**config.mk**
```make
export PLATFORM = sky130hd
export DESIGN_NAME = control_unit
export DESIGN_NICKNAME = d
export VERILOG_FILES = /design/src/rtl/control_unit.sv
export SDC_FILE = /design/constraint.sdc
export NUM_CORES = 1
export LEC_CHECK = 0
export CORE_ASPECT_RATIO = 1.4
export CORE_MARGIN = 1.5
export CORE_UTILIZATION = 50
export CTS_CLUSTER_DIAMETER = 200
export DETAILED_ROUTE_END_ITERATION = 16
export GPL_ROUTABILITY_DRIVEN = 0
export PLACE_DENSITY = 0.86
export SLEW_MARGIN = 20
export SYNTH_ARGS = -nofsm -noshare
export SYNTH_HDL_FRONTEND = slang
export SYNTH_SLANG_ARGS = --single-unit
```
**constraint.sdc**
```tcl
create_clock -name clock -period 3.5 [get_ports clock]
set_clock_uncertainty 0.15 [all_clocks]
set_input_delay 0.7 -clock clock [delete_from_list [all_inputs] [get_ports clock]]
set_output_delay 0.7 -clock clock [all_outputs]
set_load 0.01 [all_outputs]
```
**src/rtl/control_unit.sv**
```systemverilog
// control_unit: hardwired Mini-SRC control sequencer, T0..T7 step FSM with a Moore strobe decode of (state, op_r).
// Optional macro CU_ILLEGAL_TRAP_EN: opcodes 11100-11111 halt the sequencer and set illegal_op instead of acting as nop.
module control_unit #(
    parameter logic [4:0] ADD_OP  = 5'b00011,
    parameter logic [4:0] HALT_OP = 5'b11011
) (
    input  logic       clock,
    input  logic       reset_n,
    input  logic [4:0] opcode,
    input  logic       con_ff,
    input  logic       mem_done,
    input  logic       stop,
    output logic       pc_out,
    output logic       mar_in,
    output logic       inc_pc,
    output logic       z_in,
    output logic       z_lo_out,
    output logic       z_hi_out,
    output logic       pc_in,
    output logic       mdr_in,
    output logic       mdr_out,
    output logic       mem_read,
    output logic       mem_write,
    output logic       ir_in,
    output logic       gra,
    output logic       grb,
    output logic       grc,
    output logic       r_in,
    output logic       r_out,
    output logic       ba_out,
    output logic       c_out,
    output logic       y_in,
    output logic       hi_in,
    output logic       lo_in,
    output logic       hi_out,
    output logic       lo_out,
    output logic       in_port_out,
    output logic       out_port_in,
    output logic       con_in,
    output logic [4:0] alu_op,
`ifdef CU_ILLEGAL_TRAP_EN
    output logic       illegal_op,
`endif
    output logic       run
);

    typedef enum logic [3:0] {
        S_RST  = 4'd0, S_T0 = 4'd1, S_T1 = 4'd2, S_T2 = 4'd3, S_T3 = 4'd4,
        S_T4   = 4'd5, S_T5 = 4'd6, S_T6 = 4'd7, S_T7 = 4'd8, S_HALT = 4'd9
    } state_t;

    typedef enum logic [4:0] {
        C_LD, C_LDI, C_ST, C_ALU_REG, C_ALU_IMM, C_MULDIV, C_NEGNOT, C_BR, C_JR,
        C_JAL, C_IN, C_OUT, C_MFHI, C_MFLO, C_NOP, C_HALT, C_ILL
    } op_class_t;

    function automatic op_class_t classify(input logic [4:0] op);
        op_class_t cls;
        if (op == HALT_OP) begin
            cls = C_HALT;
        end else begin
            case (op)
                5'd0:                                   cls = C_LD;
                5'd1:                                   cls = C_LDI;
                5'd2:                                   cls = C_ST;
                5'd3, 5'd4, 5'd5, 5'd6, 5'd7,
                5'd8, 5'd9, 5'd10, 5'd11:               cls = C_ALU_REG;
                5'd12, 5'd13, 5'd14:                    cls = C_ALU_IMM;
                5'd15, 5'd16:                           cls = C_MULDIV;
                5'd17, 5'd18:                           cls = C_NEGNOT;
                5'd19:                                  cls = C_BR;
                5'd20:                                  cls = C_JR;
                5'd21:                                  cls = C_JAL;
                5'd22:                                  cls = C_IN;
                5'd23:                                  cls = C_OUT;
                5'd24:                                  cls = C_MFHI;
                5'd25:                                  cls = C_MFLO;
                5'd26:                                  cls = C_NOP;
                default:                                cls = C_ILL;
            endcase
        end
        return cls;
    endfunction

    function automatic state_t last_step(input op_class_t cls);
        state_t s;
        case (cls)
            C_ALU_REG, C_ALU_IMM, C_LDI: s = S_T5;
            C_MULDIV, C_BR:              s = S_T6;
            C_NEGNOT, C_JAL:             s = S_T4;
            C_LD, C_ST:                  s = S_T7;
            default:                     s = S_T3;
        endcase
        return s;
    endfunction

    function automatic state_t next_step(input state_t s);
        state_t n;
        case (s)
            S_T3:    n = S_T4;
            S_T4:    n = S_T5;
            S_T5:    n = S_T6;
            S_T6:    n = S_T7;
            default: n = S_T0;
        endcase
        return n;
    endfunction

    state_t     state_r, state_s, boundary_s;
    logic [4:0] op_r;
    logic       t1_seen_r;
    logic       hold_s;
    op_class_t  op_cls_s, dec_cls_s;

    assign op_cls_s  = classify(op_r);
    assign dec_cls_s = classify(opcode);
    assign hold_s    = !mem_done && (((state_r == S_T6) && (op_cls_s == C_LD)) ||
                                     ((state_r == S_T7) && (op_cls_s == C_ST)));

    // State, latched opcode and first-T1-cycle tracking.
    always_ff @(posedge clock or negedge reset_n) begin
        if (!reset_n) begin
            state_r   <= S_RST;
            op_r      <= 5'd0;
            t1_seen_r <= 1'b0;
        end else begin
            state_r   <= state_s;
            t1_seen_r <= (state_r == S_T1);
            if (state_r == S_T2) begin
                op_r <= opcode;
            end
        end
    end

    // Next-state: fetch steps, T2 dispatch, execute steps and the instruction boundary.
    always_comb begin
        state_s    = state_r;
        boundary_s = stop ? S_HALT : S_T0;
        case (state_r)
            S_RST:  state_s = S_T0;
            S_T0:   state_s = S_T1;
            S_T1:   state_s = mem_done ? S_T2 : S_T1;
            S_T2: begin
                case (dec_cls_s)
                    C_NOP:  state_s = boundary_s;
                    C_HALT: state_s = S_HALT;
                    C_ILL: begin
`ifdef CU_ILLEGAL_TRAP_EN
                        state_s = S_HALT;
`else
                        state_s = boundary_s;
`endif
                    end
                    default: state_s = S_T3;
                endcase
            end
            S_T3, S_T4, S_T5, S_T6, S_T7: begin
                if (hold_s) begin
                    state_s = state_r;
                end else if (state_r == last_step(op_cls_s)) begin
                    state_s = boundary_s;
                end else begin
                    state_s = next_step(state_r);
                end
            end
            S_HALT:  state_s = S_HALT;
            default: state_s = S_RST;
        endcase
    end

    // Moore strobe decode; the T1 pc_in pulse and the branch pc_in are the only qualified strobes.
    always_comb begin
        pc_out = 1'b0; mar_in = 1'b0; inc_pc = 1'b0; z_in = 1'b0; z_lo_out = 1'b0;
        z_hi_out = 1'b0; pc_in = 1'b0; mdr_in = 1'b0; mdr_out = 1'b0; mem_read = 1'b0;
        mem_write = 1'b0; ir_in = 1'b0; gra = 1'b0; grb = 1'b0; grc = 1'b0; r_in = 1'b0;
        r_out = 1'b0; ba_out = 1'b0; c_out = 1'b0; y_in = 1'b0; hi_in = 1'b0; lo_in = 1'b0;
        hi_out = 1'b0; lo_out = 1'b0; in_port_out = 1'b0; out_port_in = 1'b0; con_in = 1'b0;
        alu_op = 5'd0;
        run    = (state_r != S_RST) && (state_r != S_HALT);
        case (state_r)
            S_T0: begin pc_out = 1'b1; mar_in = 1'b1; inc_pc = 1'b1; z_in = 1'b1; end
            S_T1: begin z_lo_out = 1'b1; pc_in = !t1_seen_r; mem_read = 1'b1; mdr_in = 1'b1; end
            S_T2: begin mdr_out = 1'b1; ir_in = 1'b1; end
            S_T3: begin
                case (op_cls_s)
                    C_ALU_REG, C_ALU_IMM: begin grb = 1'b1; r_out = 1'b1; y_in = 1'b1; end
                    C_MULDIV: begin gra = 1'b1; r_out = 1'b1; y_in = 1'b1; end
                    C_NEGNOT: begin grb = 1'b1; r_out = 1'b1; alu_op = op_r; z_in = 1'b1; end
                    C_LD, C_LDI, C_ST: begin grb = 1'b1; ba_out = 1'b1; y_in = 1'b1; end
                    C_BR:   begin gra = 1'b1; r_out = 1'b1; con_in = 1'b1; end
                    C_JR:   begin gra = 1'b1; r_out = 1'b1; pc_in = 1'b1; end
                    C_JAL:  begin pc_out = 1'b1; grb = 1'b1; r_in = 1'b1; end
                    C_IN:   begin in_port_out = 1'b1; gra = 1'b1; r_in = 1'b1; end
                    C_OUT:  begin gra = 1'b1; r_out = 1'b1; out_port_in = 1'b1; end
                    C_MFHI: begin hi_out = 1'b1; gra = 1'b1; r_in = 1'b1; end
                    C_MFLO: begin lo_out = 1'b1; gra = 1'b1; r_in = 1'b1; end
                    default: begin end
                endcase
            end
            S_T4: begin
                case (op_cls_s)
                    C_ALU_REG: begin grc = 1'b1; r_out = 1'b1; alu_op = op_r; z_in = 1'b1; end
                    C_ALU_IMM: begin c_out = 1'b1; alu_op = op_r; z_in = 1'b1; end
                    C_MULDIV:  begin grb = 1'b1; r_out = 1'b1; alu_op = op_r; z_in = 1'b1; end
                    C_NEGNOT:  begin z_lo_out = 1'b1; gra = 1'b1; r_in = 1'b1; end
                    C_LD, C_LDI, C_ST: begin c_out = 1'b1; alu_op = ADD_OP; z_in = 1'b1; end
                    C_BR:      begin pc_out = 1'b1; y_in = 1'b1; end
                    C_JAL:     begin gra = 1'b1; r_out = 1'b1; pc_in = 1'b1; end
                    default: begin end
                endcase
            end
            S_T5: begin
                case (op_cls_s)
                    C_ALU_REG, C_ALU_IMM, C_LDI: begin z_lo_out = 1'b1; gra = 1'b1; r_in = 1'b1; end
                    C_MULDIV:   begin z_lo_out = 1'b1; lo_in = 1'b1; end
                    C_LD, C_ST: begin z_lo_out = 1'b1; mar_in = 1'b1; end
                    C_BR:       begin c_out = 1'b1; alu_op = ADD_OP; z_in = 1'b1; end
                    default: begin end
                endcase
            end
            S_T6: begin
                case (op_cls_s)
                    C_MULDIV: begin z_hi_out = 1'b1; hi_in = 1'b1; end
                    C_LD:     begin mem_read = 1'b1; mdr_in = 1'b1; end
                    C_ST:     begin gra = 1'b1; r_out = 1'b1; mdr_in = 1'b1; end
                    C_BR:     begin z_lo_out = 1'b1; pc_in = con_ff; end
                    default: begin end
                endcase
            end
            S_T7: begin
                case (op_cls_s)
                    C_LD: begin mdr_out = 1'b1; gra = 1'b1; r_in = 1'b1; end
                    C_ST: begin mdr_out = 1'b1; mem_write = 1'b1; end
                    default: begin end
                endcase
            end
            default: begin end
        endcase
    end

`ifdef CU_ILLEGAL_TRAP_EN
    logic illegal_r;

    // Sticky record of an illegal opcode reaching dispatch; only reset clears it.
    always_ff @(posedge clock or negedge reset_n) begin
        if (!reset_n) begin
            illegal_r <= 1'b0;
        end else if ((state_r == S_T2) && (dec_cls_s == C_ILL)) begin
            illegal_r <= 1'b1;
        end
    end

    assign illegal_op = illegal_r;
`endif

endmodule

```
==> results.txt <==
----------------------------------------------------
[Synthesis]
  Post-synth ARST share ... 1.00
  Top-area cell type share of the netlist area ... 0.144
  Number of warnings reported in the yosys synthesis log ... 0
  Mapped Area ... 0.00174 mm²
  Average cell area after synthesis ... 6.77 µm²
  Sequential share of the synthesized area ... 0.144
  Ranking of synthesized cells by instance count ... 38 x sky130_fd_sc_hd__nor2_1, 32 x sky130_fd_sc_hd__nand2_1, 20 x sky130_fd_sc_hd__o21ai_0, 11 x sky130_fd_sc_hd__a21oi_1, 11 x sky130_fd_sc_hd__inv_1
  Syn_nets ... 275
  Post-synthesis register bit count ... 10
  Most area-consuming cells after synthesis ... sky130_fd_sc_hd__dfrtp_1 14%, sky130_fd_sc_hd__nor2_1 8.2%, sky130_fd_sc_hd__nand2_1 6.9%
  Number of synthesized flops with an enable pin ... 0
  Most frequently used cell type in the post-synthesis netlist ... sky130_fd_sc_hd__nor2_1
  Number of unique standard cell types used by synthesis ... 62
  Cell type with the highest aggregate area in the netlist ... sky130_fd_sc_hd__dfrtp_1
  Post-synthesis instance total ... 257
  Top flip-flop cell by instance count after synthesis ... sky130_fd_sc_hd__dfrtp_1

[Place]
  Count of port buffers added during placement ... 42
  Detailed placement HPWL ... 4.07 mm
  Worst setup slack before clock tree synthesis ... -25.0 ps

[Outcome]
  Outcome ... finished with violations
  Violations in the final reports ... setup timing

[Setup path]
  CP cell instances ... ha_2 > nor2_1 > or3_4 > o21a_4 > o41ai_4 > nand3b_1 > clkdlybuf4s50_1
  CP Max Fanout ... 11
  Worst path required time ... 2650 ps
  Critical Path End Type ... output pin
  Type of element launching the critical path ... flip-flop
  Delay of the slowest cell on the worst path ... 550 ps
  Critical Setup Path Class ... reg2out
  Arr. time, crit path ... around 2700 ps
  Cell with the largest stage delay on the worst path ... sky130_fd_sc_hd__clkdlybuf4s50_1

[Finish]
  Diode count ... 0
  # nets final ... between 300 and 400
  Share of final-layout standard cells stronger than drive strength 1 ... 0.219
  Area growth from synthesis to layout ... 44.0%

[Global routing]
  Vias in the first global route ... 1976
  First-pass GRT wire length ... 9.18 mm
  Total Routing Usage GR ... 0.311
  Number of antenna violations at the first check in global routing ... 0
  Grt ovf ... 0
  Maximum number of pins on one net before global-route repair ... 19

[Timing]
  Setup repair after global routing missed its margin ... yes
  Setup-violating endpoint count in the final report ... 3
  Worst hold slack ... ~490 ps
  Time the worst path needs with I/O delays and setup ... 3520 ps
  Setup ws final ... -22.2 ps
  Pins over their slew limit ... 0
  Fraction of the cycle the final worst path needs ... 1.01
  Number of hold-slack violations in the final timing report ... 0
  Slew margin rel. ... 0.626
  Fmax ... around 280 MHz
  Least-Margin Pin Slew ... 561 ps

[Die]
  # IOs ... 43
  Die outline area ... 0.00385 mm²
  Height of the chip ... 72.8 µm
  Effective utilization at floorplan ... 0.520
  Width of the chip ... 52.9 µm
  Floorplan row count ... 25
  Total core area ... 0.00335 mm²

[Pwr]
  Relative contribution of sequential cells to total power ... 0.119
  Pint ... 1.27 mW
  Areal power density over the cells ... around 1100 mW/mm²
  Static Leakage ... 1.15 nW
  Part of the power in combinational logic ... 0.836
  P_sw ... 1.39 mW
  Final Total Pwr ... 2.66 mW
  Portion of total power attributed to the clock network ... 0.045
  IR Drop Worst-Case VDD ... roughly 0.79 mV
  Net switching share of the total power ... 0.523

[Routing]
  First-pass detailed-route iteration total ... 5
  Final routed wire length divided by cell count ... roughly 16 µm
  Vias per inst ... 6.26
  Via count ... 2223
  Number of DRC violations after detailed routing ... 0
  Number of routed nets with antenna violations ... 0
  DRT iter0 DRCs ... 169
  Sum of routed wire length over all layers ... 5.76 mm

[Clock tree]
  Number of buffers inserted during clock tree synthesis ... 3
  Clock-pin slew on the worst setup and hold paths ... 40 ps
  TritonCTS clock tree ... yes
  Maximum number of buffers from clock root to sink ... 2
  Count of clock tree sinks ... 10
  Cell chosen for the clock root ... sky130_fd_sc_hd__clkbuf_8
  Clock latency reported for the late side of the worst-skew pair ... roughly 240 ps
  H-tree Lvls ... 1

[Flow run]
  MaxCap Viol Count ... 0

[Worst hold path]
  Class of the most critical hold timing path ... reg2reg

----------------------------------------------------
state kept, by name, summed over array words and instances, names as in the netlist:
signal and count:
op_r 5, state_r 4, t1_seen_r 1
per-stage QoR:
| stage | instance area [µm²] | cells | TNS, ps | util |
|---|---|---|---|---|
| after floorplan | 1740 | 257 | 0 | - |
| after global placement | 2270 | 342 | 0 | 0.679 |
| after detailed placement | 2270 | 342 | -32.4 | 0.679 |
| after CTS | 2370 | 347 | 0 | 0.709 |
| after global routing | 2510 | 355 | -925 | 0.749 |
| final | 2510 | 355 | -24.9 | 0.749 |
per-layer routing:
layer | up-vias | part of all wire | track usage
li1 | 1047 | - | -
met1 | 1023 | 0.39 | 0.396
met2 | 130 | 0.50 | 0.511
met3 | 23 | 0.068 | 0.0287
met5 | - | 0 | 0
met4 | 0 | 0.040 | 0.162
worst max-delay path: cells and delay by family, from the launching register on:
family                     cells  cell delay [ps]
adders and majority gates      1              250
and+or+nand+nor                3              640
AOI/OAI and AO/OA              2              610
DFF                            1              390
buffers and inverters          1              550
timing repair:
action / CTS / global route
buffers inserted: 2 / 8
hold buffers: 0 / 0
cloned: 0 / 0
gates resized for setup: 17 / 22
pin swaps: 1 / 1
endpoints found under the setup margin: 17 / 22
cell type report:
type | count | area [µm²]
Multi-Input combinational cell | 215 | 1430
Fill cell | 250 | 841
Timing Repair Buffer | 75 | 686
Sequential cell | 10 | 254
Tap cell | 40 | 50.0
Inverter | 12 | 48.8
Clock buffer | 3 | 41.3
power groups by stage:
| stage | logic, mW | clock network, mW | registers [mW] |
|---|---|---|---|
| detailed placement | 1.87 | 0 | 0.312 |
| finish | 2.22 | 0.119 | 0.316 |
| floorplan | 1.36 | 0 | 0.208 |
| CTS | 1.99 | 0.120 | 0.311 |
| global route | 2.39 | 0.131 | 0.331 |
| global placement | 1.85 | 0 | 0.309 |
logic make-up (layout without fill, tap and decap cells):
kind of cell / after synthesis / in the layout / share of synthesized area
compound gates: 78 / 78 / 0.319
xor+xnor: 2 / 2 / 0.0101
buf+inv: 32 / 90 / 0.0899
mux: 4 / 4 / 0.0237
flops: 10 / 10 / 0.144
fa+ha+maj: 8 / 8 / 0.0575
simple gates: 123 / 123 / 0.356
layout by cell type, fill, tap and decap left out, types with 3 or more instances in the layout:
| cell type | count |
|---|---|
| sky130_fd_sc_hd__nor2_1 | 35 |
| sky130_fd_sc_hd__nand2_1 | 32 |
| sky130_fd_sc_hd__clkdlybuf4s50_1 | 32 |
| sky130_fd_sc_hd__buf_4 | 32 |
| sky130_fd_sc_hd__o21ai_0 | 16 |
| sky130_fd_sc_hd__a21oi_1 | 11 |
| sky130_fd_sc_hd__inv_1 | 9 |
| sky130_fd_sc_hd__nor3_1 | 9 |
| sky130_fd_sc_hd__nand2b_1 | 8 |
| sky130_fd_sc_hd__nand3_1 | 7 |
| sky130_fd_sc_hd__ha_1 | 7 |
| sky130_fd_sc_hd__dfrtp_1 | 7 |
| sky130_fd_sc_hd__dlymetal6s2s_1 | 7 |
| sky130_fd_sc_hd__nor4_1 | 6 |
| sky130_fd_sc_hd__nor2b_1 | 5 |
| sky130_fd_sc_hd__o21ai_1 | 5 |
| sky130_fd_sc_hd__o211ai_1 | 4 |
| sky130_fd_sc_hd__a31oi_1 | 4 |
| sky130_fd_sc_hd__o21a_1 | 3 |
| sky130_fd_sc_hd__a22oi_1 | 3 |
| sky130_fd_sc_hd__o31ai_1 | 3 |
| sky130_fd_sc_hd__clkbuf_8 | 3 |
| sky130_fd_sc_hd__dfrtp_2 | 3 |
| sky130_fd_sc_hd__dlygate4sd2_1 | 3 |
path summary, 6_finish.rpt:
check | slack (ps) | from | cells past startpoint | end
min reg2reg | 490 | op_r[0] | 2 | op_r[0]
max in group asynchronous | 2200 | reset_n | 1 | op_r[4]
min | 490 | op_r[0] | 2 | op_r[0]
min in group asynchronous | 640 | reset_n | 1 | state_r[0]
max | -20 | op_r[0] | 7 | z_in
max reg2reg | 940 | op_r[0] | 8 | state_r[0]
Note: power is estimated with default switching activity, not from simulation.
